### config.mk
export PLATFORM = sky130hd
export DESIGN_NAME = button_alu_ctrl
export DESIGN_NICKNAME = d
export VERILOG_FILES = /design/src/rtl/button_alu_ctrl.sv
export SDC_FILE = /design/constraint.sdc
export NUM_CORES = 1
export LEC_CHECK = 0
export ABC_CLOCK_PERIOD_IN_PS = 8900
export BUFFER_PORTS_ARGS = -buffer_cell sky130_fd_sc_hd__clkbuf_2
export CELL_PAD_IN_SITES_DETAIL_PLACEMENT = 1
export CELL_PAD_IN_SITES_GLOBAL_PLACEMENT = 1
export CORE_MARGIN = 2
export CORE_UTILIZATION = 53
export DETAILED_ROUTE_END_ITERATION = 7
export PLACE_DENSITY = 0.95
export SYNTH_ARGS = -nofsm -noshare
export SYNTH_HDL_FRONTEND = slang
export SYNTH_SLANG_ARGS = --single-unit
### constraint.sdc
create_clock -name CLK100MHZ -period 8.9 [get_ports CLK100MHZ]
set_input_delay 0 -clock CLK100MHZ [delete_from_list [all_inputs] [get_ports CLK100MHZ]]
set_output_delay 0 -clock CLK100MHZ [all_outputs]
set_load 0.005 [all_outputs]
### src/rtl/button_alu_ctrl.sv
// ============================================================================
// Module   : button_alu_ctrl
// Purpose  : Debounced push-button front end driving a sequential switch ALU.
//            The multiply is an 8-cycle signed shift-add; the other ops take 1 cycle.
// Revision : 1.0  initial release
// ============================================================================
`default_nettype none

module button_alu_ctrl #(
    parameter int BITS            = 16,
    parameter int DEBOUNCE_CYCLES = 1000
) (
    input  logic            CLK100MHZ,
    input  logic            CPU_RESETN,
    input  logic [BITS-1:0] SW,
    input  logic            BTNU,
    input  logic            BTND,
    input  logic            BTNL,
    input  logic            BTNR,
    input  logic            BTNC,
    output logic [BITS-1:0] LED,
    output logic            BUSY,
    output logic            VALID
);

    localparam int c_NBTN  = 5;
    localparam int c_HALF  = BITS / 2;
    localparam int c_CNT_W = $clog2(DEBOUNCE_CYCLES);
    localparam int c_RES_W = $clog2(BITS + 1);
    localparam int c_MUL_W = $clog2(c_HALF);

    typedef enum logic [1:0] {
        S_IDLE = 2'd0,
        S_CALC = 2'd1,
        S_MUL  = 2'd2
    } state_t;

    typedef enum logic [2:0] {
        OP_U = 3'd0,
        OP_D = 3'd1,
        OP_L = 3'd2,
        OP_R = 3'd3,
        OP_C = 3'd4
    } op_t;

    // Bit order: 4=U, 3=D, 2=L, 1=R, 0=C (matches event priority)
    logic [c_NBTN-1:0]              w_btn_raw;
    logic [c_NBTN-1:0]              r_sync1;
    logic [c_NBTN-1:0]              r_sync2;
    logic [c_NBTN-1:0]              r_db;
    logic [c_NBTN-1:0]              r_db_d;
    logic [c_NBTN-1:0]              r_evt;
    logic [c_NBTN-1:0][c_CNT_W-1:0] r_db_cnt;

    state_t               r_state;
    state_t               w_state_nxt;
    op_t                  r_op;
    op_t                  w_op;
    logic                 w_start;
    logic [BITS-1:0]      r_sw_q;
    logic [BITS-1:0]      r_acc;
    logic [BITS-1:0]      r_mcand;
    logic [c_HALF-1:0]    r_mplier;
    logic                 r_neg;
    logic [c_MUL_W-1:0]   r_mul_cnt;
    logic [BITS-1:0]      r_led;
    logic                 r_valid;

    logic [c_HALF-1:0]    w_abs_a;
    logic [c_HALF-1:0]    w_abs_b;
    logic [BITS-1:0]      w_prod;
    logic [BITS-1:0]      w_prod_signed;
    logic [BITS-1:0]      w_calc;
    logic [c_RES_W-1:0]   w_lead;
    logic [c_RES_W-1:0]   w_pop;
    logic [BITS-1:0]      w_sa;
    logic [BITS-1:0]      w_sb;

    assign w_btn_raw = {BTNU, BTND, BTNL, BTNR, BTNC};

    // Synchronise, debounce, and turn each debounced rising edge into a 1-cycle event
    always_ff @(posedge CLK100MHZ or negedge CPU_RESETN) begin
        if (!CPU_RESETN) begin
            r_sync1  <= '0;
            r_sync2  <= '0;
            r_db     <= '0;
            r_db_d   <= '0;
            r_evt    <= '0;
            r_db_cnt <= '0;
        end else begin
            r_sync1 <= w_btn_raw;
            r_sync2 <= r_sync1;
            r_db_d  <= r_db;
            r_evt   <= r_db & ~r_db_d;
            for (int i = 0; i < c_NBTN; i++) begin
                if (r_sync2[i] == r_db[i]) begin
                    r_db_cnt[i] <= '0;
                end else if (r_db_cnt[i] == c_CNT_W'(DEBOUNCE_CYCLES - 1)) begin
                    r_db[i]     <= r_sync2[i];
                    r_db_cnt[i] <= '0;
                end else begin
                    r_db_cnt[i] <= r_db_cnt[i] + 1'b1;
                end
            end
        end
    end

    always_comb begin
        w_start = 1'b1;
        w_op    = OP_U;
        if (r_evt[4])      w_op = OP_U;
        else if (r_evt[3]) w_op = OP_D;
        else if (r_evt[2]) w_op = OP_L;
        else if (r_evt[1]) w_op = OP_R;
        else if (r_evt[0]) w_op = OP_C;
        else               w_start = 1'b0;
    end

    always_ff @(posedge CLK100MHZ or negedge CPU_RESETN) begin
        if (!CPU_RESETN) r_state <= S_IDLE;
        else             r_state <= w_state_nxt;
    end

    always_comb begin
        w_state_nxt = r_state;
        case (r_state)
            S_IDLE: begin
                if (w_start) w_state_nxt = (w_op == OP_C) ? S_MUL : S_CALC;
            end
            S_CALC: w_state_nxt = S_IDLE;
            S_MUL: begin
                if (r_mul_cnt == c_MUL_W'(c_HALF - 1)) w_state_nxt = S_IDLE;
            end
            default: w_state_nxt = S_IDLE;
        endcase
    end

    // Magnitudes taken straight from SW so the multiplier is ready on the first MUL cycle
    assign w_abs_a = SW[BITS-1]   ? (~SW[BITS-1:c_HALF] + 1'b1) : SW[BITS-1:c_HALF];
    assign w_abs_b = SW[c_HALF-1] ? (~SW[c_HALF-1:0] + 1'b1)    : SW[c_HALF-1:0];

    assign w_prod        = r_acc + (r_mplier[0] ? r_mcand : '0);
    assign w_prod_signed = r_neg ? (~w_prod + 1'b1) : w_prod;

    assign w_sa = {{c_HALF{r_sw_q[BITS-1]}},   r_sw_q[BITS-1:c_HALF]};
    assign w_sb = {{c_HALF{r_sw_q[c_HALF-1]}}, r_sw_q[c_HALF-1:0]};

    always_comb begin
        w_lead = '0;
        w_pop  = '0;
        for (int i = 0; i < BITS; i++) begin
            if (r_sw_q[i]) w_lead = c_RES_W'(i + 1);
            w_pop = w_pop + c_RES_W'(r_sw_q[i]);
        end
        case (r_op)
            OP_U:    w_calc = BITS'(w_lead);
            OP_D:    w_calc = BITS'(w_pop);
            OP_L:    w_calc = w_sa + w_sb;
            OP_R:    w_calc = w_sa - w_sb;
            default: w_calc = '0;
        endcase
    end

    always_ff @(posedge CLK100MHZ or negedge CPU_RESETN) begin
        if (!CPU_RESETN) begin
            r_sw_q    <= '0;
            r_op      <= OP_U;
            r_acc     <= '0;
            r_mcand   <= '0;
            r_mplier  <= '0;
            r_neg     <= 1'b0;
            r_mul_cnt <= '0;
            r_led     <= '0;
            r_valid   <= 1'b0;
        end else begin
            r_valid <= 1'b0;
            case (r_state)
                S_IDLE: begin
                    if (w_start) begin
                        r_sw_q    <= SW;
                        r_op      <= w_op;
                        r_acc     <= '0;
                        r_mcand   <= BITS'(w_abs_a);
                        r_mplier  <= w_abs_b;
                        r_neg     <= SW[BITS-1] ^ SW[c_HALF-1];
                        r_mul_cnt <= '0;
                    end
                end
                S_CALC: begin
                    r_led   <= w_calc;
                    r_valid <= 1'b1;
                end
                S_MUL: begin
                    r_acc     <= w_prod;
                    r_mcand   <= r_mcand << 1;
                    r_mplier  <= r_mplier >> 1;
                    r_mul_cnt <= r_mul_cnt + 1'b1;
                    if (r_mul_cnt == c_MUL_W'(c_HALF - 1)) begin
                        r_led   <= w_prod_signed;
                        r_valid <= 1'b1;
                    end
                end
                default: ;
            endcase
        end
    end

    assign LED   = r_led;
    assign VALID = r_valid;
    assign BUSY  = (r_state != S_IDLE);

endmodule

`default_nettype wire

# == After elaboration in Yosys (flattened, before gate mapping) ==
# Cells that the tools add are included.
# word_totals
reg_bits,157
input_bits,23
out_inout_bits,18
word_cells,152
# classes
addsub,27
n_eq_ne,19
n_mux,57
bitwise_logic,11
reduce_logical,14
# op_table
op,n
$mux W10,10
$pmux W16 S2,3
$mux W16,5
$mux W5,15
$pmux W16 S4,1
$add A5 B1 Y5,11
$add A10 B1 Y10 const B,5
$eq A10 B10 Y1 const B,5
$mux W8,3
$mux W3,6
$reduce_and A2 Y1,9
$add A16 B1 Y16 const B,1
$add A16 B16 Y16,1
$add A8 B1 Y8 const B,2
$not A16 Y16,1
$not A8 Y8,2
$pmux W8 S2,1
$add A8 B8 Y9,1
$sub A8 B8 Y9,1
$mux W1,7
$eq A3 B2 Y1 const B,2
$eq A3 B3 Y1 const B,2
$mux W2,3
$pmux W3 S2,1
other kinds (19),30

# == Longest topological paths before layout ==
# Gate-level depths: netlist of run 1.
# depth
word_depth,18
depth_mapped,17
mapped_depth_nobuf,16

# == Worst setup path before layout of run 1 ==
# Ideal clock, no wire load.
# synth_timing
kind,register to register
from,register r_sw_q[7]
to,register r_led[4] (netlist: LED[4])
t_arrival_ns,3.899
required_time_ns,8.774
path_slack_ns,4.875
path_stages_with_launch,15
path_cell_list,dfrtp_1 -> clkbuf_1 -> inv_1 -> fa_1 -> fa_1 -> fa_1 -> fa_1 -> inv_1 -> ha_1 -> fa_1 -> a21oi_1 -> o22ai_1 -> mux2_2 -> a221oi_1 -> nor2_1
# synth_between
elab_chain_len,11
elab_cells_between_ends,20
# synth_rtl
item,line_no,rtl
start: declaration,60,logic [BITS-1:0] r_sw_q;
start signal: assignment,166,r_sw_q <= '0;
start signal: assignment,180,r_sw_q <= SW;
$add A5 B1 Y5 / $mux W5 (equally long branches) (9 in a row),"153, 152",
$pmux W16 S4 *,155,case (r_op)
$pmux W16 S2 *,177,case (r_state)
end signal: assignment,190,r_led <= w_calc;
end signal: assignment,199,r_led <= w_prod_signed;
end: declaration,66,logic [BITS-1:0] r_led;
# Every way passes the cells marked *; elsewhere a longest branch is shown, timed or not.
# A chain may end at the register's enable or synchronous reset.

# == Worst setup path after layout of run 1 ==
# Same ends and word-level chain as after synthesis.

==> results of run 1 <==
Yosys cell counts (18+ instances only):
cell,number,area (um^2)
inv_1,52,195
o21ai_0,46,230
xor2_1,32,280
xnor2_1,54,473
a21oi_1,59,295
nand2_1,95,357
mux2_2,18,203
clkbuf_1,28,105
and2_1,28,175
nand3_1,21,105
nor2_1,107,402
a22o_1,18,158
dfrtp_1,157,3930
nor2b_1,18,113
ha_1,43,538
registers in the layout (all words and copies together) (netlist names):
register,count
LED,16
VALID,1
r_acc,16
r_db,5
r_db_cnt,50
r_db_d,5
r_evt,5
r_mcand,16
r_mplier,8
r_mul_cnt,3
r_neg,1
r_op,3
r_state,2
r_sw_q,16
r_sync1,5
r_sync2,5
per-layer routing:
metal | share of wire | track usage
met1 | 0.39 | 0.388
met5 | 0 | 0
met3 | 0.054 | 0.0667
met4 | 0.050 | 0.185
met2 | 0.51 | 0.601
worst reg2reg max path: cells and delay by family, from the launching register on:
family                     cells  cell delay, ns
buffers and inverters          2            0.20
DFF                            1            0.62
AOI/OAI and AO/OA              3            0.57
muxes                          1            0.28
and+or+nand+nor                1            0.07
adders and majority gates      6            2.62
cell families (layout without fill, tap and decap cells):
kind of cell             Yosys count  count (layout)  synth area share
AND/OR/NAND/NOR                  360             360             0.189
XOR/XNOR                          86              86            0.0814
multiplexers                      25              25            0.0295
flip-flops                       157             157             0.424
adder cells (fa/ha/maj)           55              55            0.0841
AO/OA/AOI/OAI                    214             214             0.156
buffers and inverters             85             150            0.0358
other                              0               1                 0
where the power goes:
part	switching (mW)	total [mW]	leakage [nW]	internal, mW
logic	0.102	0.172	2.59	0.0698
clock network	0.342	0.777	0.297	0.435
registers	0.0136	0.738	2.02	0.724
total	0.458	1.69	4.91	1.23
how the worst max path moves through the flow:
stage	startpoint	end	slack, ns	depth (start not counted)
after floorplan	r_sw_q[7]	LED[4]	4.88	14
after global placement	r_sw_q[5]	LED[4]	4.82	13
after detailed placement	r_sw_q[0]	LED[4]	4.67	13
after CTS	r_sw_q[7]	LED[4]	4.63	13
after global routing	r_sw_q[7]	LED[4]	4.26	13
final	r_sw_q[7]	LED[4]	4.42	13
cell type report:
cell class                 count  area (um^2)  share of cell area
clock inverter                13          150              0.0143
inverter                      52          195              0.0186
tap                          225          282              0.0269
antenna                        1         2.50            0.000239
clock buffer                  19          453              0.0433
timing repair buffer          66          457              0.0436
sequential                   157         3930               0.375
multi-input combinational    740         5000               0.478
==> impl_metrics.ini, run 1 <==
[setup_path]
worstPathArrival_ns = 4.81
crit_type = reg -> reg
cp_top_family = adder cells
critPathSlowestCell = dfrtp_1
reg2reg_slack_ns = 4.42
end_kind = flip-flop
path_cells = inv_1 -> fa_1 -> fa_1 -> fa_1 -> fa_1 -> inv_1 -> ha_1 -> fa_1 -> a21oi_1 -> o22ai_1 -> mux2_2 -> a221oi_1 -> nor2_1
path_buf_inv = 2
path_common_cell = fa_1
cp-start-kind = flip-flop
required_ns = 9.23
rr_worst_depth = 13
cpPeakStageDelay_ns = 0.62
rr_startpoint = r_sw_q[7]
r2r_end = LED[4]
crit_fanout = 7

[power_and_ir_drop]
finalPower_mw = 1.69
peakVddDrop_mv = 0.151
power_density_nw_per_um2 = 161
p_leak_nw = 4.91

[drt]
firstDrtPassIters = 5
wl_per_cell_um = 23.3
drt.antenna.violating_nets = 0
via_per_inst = 6.21
drc = 0
first_iter_violations = 651
vias = 7903
wl_um = 29700

[timing]
grt_setup_unrepaired = false
final_hold_viol_count = 0
slew_headroom = 0.314
layout_setup_ws_ns = 4.42
hold_ws_ns = 0.110
drv_slew = 0
setup_viol = 0
worstMarginPinSlew_ns = 1.03
finalClockSkew_ns = 0.0205
max_freq_ghz = 0.223
fin_setup_tns_ns = 0
period_share = 0.503
fin_crit_ns = 4.48

[hold_path]
hold_depth = 2
min_to = r_sw_q[7]
hold_start = SW[7]
min_path_type = in -> reg

[floorplan]
core_um2 = 17200
start_util = 0.539
rows = 48
dieWidth_um = 136
ios = 41
die_height_um = 136
die_area_um2 = 18500

[clock_network]
cts_tree = yes
root_buffer = clkbuf_16
post-cts-setup-buffers = 0
clkTransAtPathRegs_ns = 0.08
clk_latency_ns = 0.46
cts.sinks = 157
clock_path_buffers = 2
numCtsBuffers = 17
cts.repair.resized = 0
holdBufCountCts = 22
h-tree-depth = 4

[global_route]
grt_pass1_vias = 8786
grt-ovfl-total = 0
grt_use_total = 0.341
grt_first_pass_wirelength_um = 48000
antenna_found_initial = 0
grt_max_degree = 82

[placed_design]
post-place-ws_ns = 4.67
dpl_cell_area_um2 = 9640
numPlacedInstances = 1218
finalWeightedCongestion = 0.908
io_buffers = 40
dp_hpwl_um = 18500

[cells_and_area]
fill_cells = 1936
post-route-util = 0.610
areaGrowthSynthToFinish_pct = 13.1
final_area_um2 = 10500
fin_cells = 1273
nets = 1112
layout_common_cells = dfrtp_1, nor2_1, nand2_1
final_common_cell = dfrtp_1
drive_above_1_share = 0.106

[outcome]
status = completed

[logic_synthesis]
syn_avg_cell_area_um2 = 9.43
syn-cell-area_um2 = 9260
seq_area_frac_synth = 0.424
yosys_warnings = 0
netlist-cell-type-count = 70
async_flop_share = 1.00
syn_nets = 1060
ys.flop_type = dfrtp_1
yosys_register_bits = 157
synth_edf_count = 0
synthesis.instances = 982

[run]
cap_violations = 0
Power figures use the tool's default switching activity.
==> inputs of run 2 (changes only) <==
- ABC_AREA: not set -> 1
- ABC_CLOCK_PERIOD_IN_PS: 8900 -> 4600
- CORE_UTILIZATION: 53 -> 47
- PLACE_DENSITY: 0.95 -> 0.9
- clock period: 8.9 -> 4.6 ns (I/O delays scaled with it)
==> impl_metrics.ini, run 2 <==
[floorplan]
dieWidth_um = 145
ios = 41
core_um2 = 19500
start_util = 0.478
die_area_um2 = 21000
rows = 51
die_height_um = 145

[drt]
wl_um = 27700
vias = 8579
first_iter_violations = 386
via_per_inst = 5.50
firstDrtPassIters = 5
wl_per_cell_um = 17.8
drt.antenna.violating_nets = 0
drc = 0

[logic_synthesis]
netlist-cell-type-count = 45
synthTopCellsByArea = dfrtp_1, nand2_1, inv_1
async_flop_share = 1.00
synth.most_common_cell = nand2_1
seq_area_frac_synth = 0.422
yosys.area.top_type = dfrtp_1
syn_nets = 1296
synthTopCellsByCount = nand2_1, inv_1, dfrtp_1
syn_avg_cell_area_um2 = 7.64
synth_edf_count = 0
yosys_register_bits = 157
synth_top_area_share = 0.422
ys.flop_type = dfrtp_1
synthesis.instances = 1218
yosys_warnings = 0
syn-cell-area_um2 = 9310

[cells_and_area]
regMostFlops = r_db_cnt
areaGrowthSynthToFinish_pct = 13.8
final_common_cell = nand2_1
layout_common_cells = nand2_1, inv_1, dfrtp_1
antenna_cells = 0
drive_above_1_share = 0.0818
fin_cells = 1561
nets = 1361
largest_reg_flops = 50

[setup_path]
end_kind = flip-flop
worstPathArrival_ns = 4.41
required_ns = 4.92
crit_type = reg -> reg
crit_fanout = 6
cp-start-kind = flip-flop

[global_route]
grt_pass1_vias = 9217
grt_first_pass_wirelength_um = 45800
grt_max_degree = 71
antenna_found_initial = 0
grt_use_total = 0.283
grt-ovfl-total = 0

[timing]
fin_setup_tns_ns = 0
setup_viol = 0
max_freq_ghz = 0.245
period_share = 0.889
finalClockSkew_ns = 0.0152
worstMarginPinSlew_ns = 1.27
drv_slew = 0
grt_setup_unrepaired = false
layout_setup_ws_ns = 0.511
slew_headroom = 0.142
fin_crit_ns = 4.09
final_hold_viol_count = 0

[clock_network]
cts.sinks = 157
clkTransAtPathRegs_ns = 0.07
numCtsBuffers = 17
clock_path_buffers = 2
cts.repair.resized = 0
post-cts-setup-buffers = 0
cts_tree = yes
h-tree-depth = 4
clk_latency_ns = 0.45
root_buffer = clkbuf_16

[power_and_ir_drop]
peakVddDrop_mv = 0.275
power_density_nw_per_um2 = 277
p_leak_nw = 5.37

[placed_design]
numPlacedInstances = 1507
io_buffers = 40
dp_hpwl_um = 19000
post-place-ws_ns = 0.593
finalWeightedCongestion = 0.887

[hold_path]
min_path_type = in -> async

[outcome]
status = completed

[run]
cap_violations = 0
-- run 2: final timing paths --
kind / slack, ns / cells past startpoint / endpoint / start
worst max-delay path: 0.51 / 12 / LED[2] / r_sw_q[0]
worst min register to register: 0.35 / 0 / r_sync2[2] / r_sync1[2]
min in group CLK100MHZ: 0.20 / 2 / r_sync1[0] / BTNC
max in group asynchronous: 3.27 / 3 / r_db_cnt[15] / CPU_RESETN
worst min-delay path: 0.14 / 2 / LED[1] / CPU_RESETN
worst max register to register: 0.51 / 12 / LED[2] / r_sw_q[0]
-- run 2: layer usage --
layer / routed length [um] / up-vias / part of all wire / global-route usage
met3: 841 / 74 / 0.030 / 0.0421
met4: 965 / 0 / 0.035 / 0.132
met5: 0 / - / 0 / 0
met2: 14200 / 193 / 0.51 / 0.505
met1: 11700 / 4279 / 0.42 / 0.334
li1: - / 4033 / - / -
-- run 2: timing repair --
item	4_1_cts	5_1_grt
hold buffers	22	0
hold endpoints to repair	96	0
setup endpoints to repair	0	0
-- run 2: cell families after synthesis --
| kind of cell | synth area share |
|---|---|
| buf+inv | 0.0871 |
| xor+xnor | 0.0320 |
| simple gates | 0.262 |
| compound gates | 0.111 |
| mux | 0.00242 |
| flops | 0.422 |
| fa+ha+maj | 0.0836 |
-- run 2: cell type report --
type                            instances  area [um^2]
Multi-Input combinational cell        848         4580
Tap cell                              265          332
Clock buffer                           19          433
Clock inverter                         13          133
Inverter                              191          717
Timing Repair Buffer                   68          472
Fill cell                            2418         8870
Sequential cell                       157         3930
-- run 2: where the power goes --
group	switching [mW]	internal, mW
logic	0.0819	0.0413
registers	0.0119	1.39
clock network	0.651	0.758
-- run 2: metrics by stage --
step | total power [mW] | util | hold WS, ns | area (um^2)
after global placement | 1.53 | 0.504 | 0.0694 | 9800
after global routing | 3.02 | 0.544 | 0.198 | 10600
after CTS | 2.94 | 0.544 | 0.178 | 10600
after detailed placement | 1.54 | 0.504 | 0.0717 | 9800
final | 2.94 | 0.544 | 0.138 | 10600
after floorplan | 1.47 | - | -0.296 | 9310
-- run 2: critical path, cell delays in order, from the launching register on --
cell and delay [ns]:
dfrtp_1 0.49, inv_1 0.14, fa_1 0.59, fa_1 0.46
fa_1 0.48, fa_1 0.49, inv_1 0.04, ha_1 0.20
fa_1 0.42, xor2_1 0.16, a221o_1 0.34, nand2_1 0.06
a31oi_1 0.09
==> inputs of run 3 (changes only) <==
- CORE_ASPECT_RATIO: not set -> 0.75
==> impl_metrics.ini, run 3 (same netlist as run 2, synthesis figures left out) <==
[floorplan]
core_um2 = 19400
start_util = 0.480
die_area_um2 = 21000
rows = 44
ios = 41
die_height_um = 126
dieWidth_um = 167

[placed_design]
numPlacedInstances = 1495
dp_hpwl_um = 19100
io_buffers = 40
finalWeightedCongestion = 0.893

[timing]
period_share = 0.860
max_freq_ghz = 0.253
slew_headroom = 0.212
final_hold_viol_count = 0
fin_crit_ns = 3.95
drv_slew = 0
grt_setup_unrepaired = false
finalClockSkew_ns = 0.00901
setup_viol = 0
fin_setup_tns_ns = 0
worstMarginPinSlew_ns = 1.17

[drt]
wl_um = 27300
firstDrtPassIters = 7
drt.antenna.violating_nets = 0
drc = 0
via_per_inst = 5.45
vias = 8440
wl_per_cell_um = 17.6
first_iter_violations = 553

[clock_network]
clk_latency_ns = 0.44
root_buffer = clkbuf_16
h-tree-depth = 4
clock_path_buffers = 2
clkTransAtPathRegs_ns = 0.07
cts_tree = yes
cts.sinks = 157
numCtsBuffers = 17
post-cts-setup-buffers = 0

[cells_and_area]
final_common_cell = nand2_1
largest_reg_flops = 50
regMostFlops = r_db_cnt
areaGrowthSynthToFinish_pct = 14.1
antenna_cells = 0
post-route-util = 0.548
layout_common_cells = nand2_1, inv_1, dfrtp_1
fin_cells = 1549
nets = 1361
drive_above_1_share = 0.0833

[setup_path]
required_ns = 4.91
cp-start-kind = flip-flop
worstPathArrival_ns = 4.27
crit_fanout = 6
reg2reg_slack_ns = 0.65
end_kind = flip-flop
crit_type = reg -> reg

[hold_path]
min_path_type = in -> async

[global_route]
grt_first_pass_wirelength_um = 46400
grt_max_degree = 87
grt-ovfl-total = 0
grt_use_total = 0.274
grt_pass1_vias = 9114
antenna_found_initial = 0

[run]
cap_violations = 0

[power_and_ir_drop]
cell_internal_pwr_mw = 2.27
p_sw_frac = 0.251
power_density_nw_per_um2 = 285
p_leak_nw = 5.40
pwr-share-comb = 0.040
peakVddDrop_mv = 0.229
seq_power_share = 0.464
p_switching_mw = 0.759
clkPwrFrac = 0.496

[outcome]
status = completed
run 3: stage by stage:
step / hold WS (ns) / total power [mW] / area [um^2] / setup WS, ns
detailed placement: 0.0975 / 1.53 / 9790 / 0.636
global route: 0.202 / 3.13 / 10600 / 0.451
global placement: 0.0984 / 1.53 / 9790 / 0.718
finish: 0.158 / 3.03 / 10600 / 0.646
floorplan: -0.296 / 1.47 / 9310 / 0.828
CTS: 0.197 / 3.04 / 10600 / 0.612
run 3: final timing paths:
kind / from / end / cells after the start
setup / recovery: r_sw_q[0] / LED[2] / 12
hold / removal: CPU_RESETN / r_sw_q[0] / 2
setup reg to reg: r_sw_q[0] / LED[2] / 12
hold reg to reg: r_sync1[2] / r_sync2[2] / 0
max in group asynchronous: CPU_RESETN / r_acc[7] / 3
min in group CLK100MHZ: BTNL / r_sync1[2] / 2
run 3: area by class of cell:
type                       count  area (um^2)
tap                          253          317
multi-input combinational    848         4580
fill                        2414         8760
clock buffer                  18          439
timing repair buffer          68          472
sequential                   157         3930
clock inverter                14          169
inverter                     191          717
run 3: routing by layer:
metal  track usage  vias up  share of wire
li1              -     4031              -
met1         0.365     4183           0.46
met2         0.459      178           0.48
met3        0.0500       48          0.037
met4        0.0837        0          0.019
met5             0        -              0
run 3: critical path, cell delays in order, from the launching register on:
cell	delay (ns)
dfrtp_1	0.46
inv_1	0.11
fa_1	0.58
fa_1	0.44
fa_1	0.48
fa_1	0.49
inv_1	0.04
ha_1	0.19
fa_1	0.41
xor2_1	0.16
a221o_1	0.34
nand2_1	0.06
a31oi_1	0.07
run 3: power by group through the flow:
stage / Clock, mW / Sequential [mW] / Combinational (mW)
after detailed placement: 0 / 1.43 / 0.102
after CTS: 1.52 / 1.41 / 0.120
final: 1.50 / 1.41 / 0.122
after floorplan: 0 / 1.43 / 0.0434
after global routing: 1.59 / 1.41 / 0.139
after global placement: 0 / 1.43 / 0.0974
run 3: what timing repair did:
action | 4_1_cts | 5_1_grt
endpoints found under the hold margin | 111 | 0
gates resized for setup | 0 | 0
hold buffers | 22 | 0
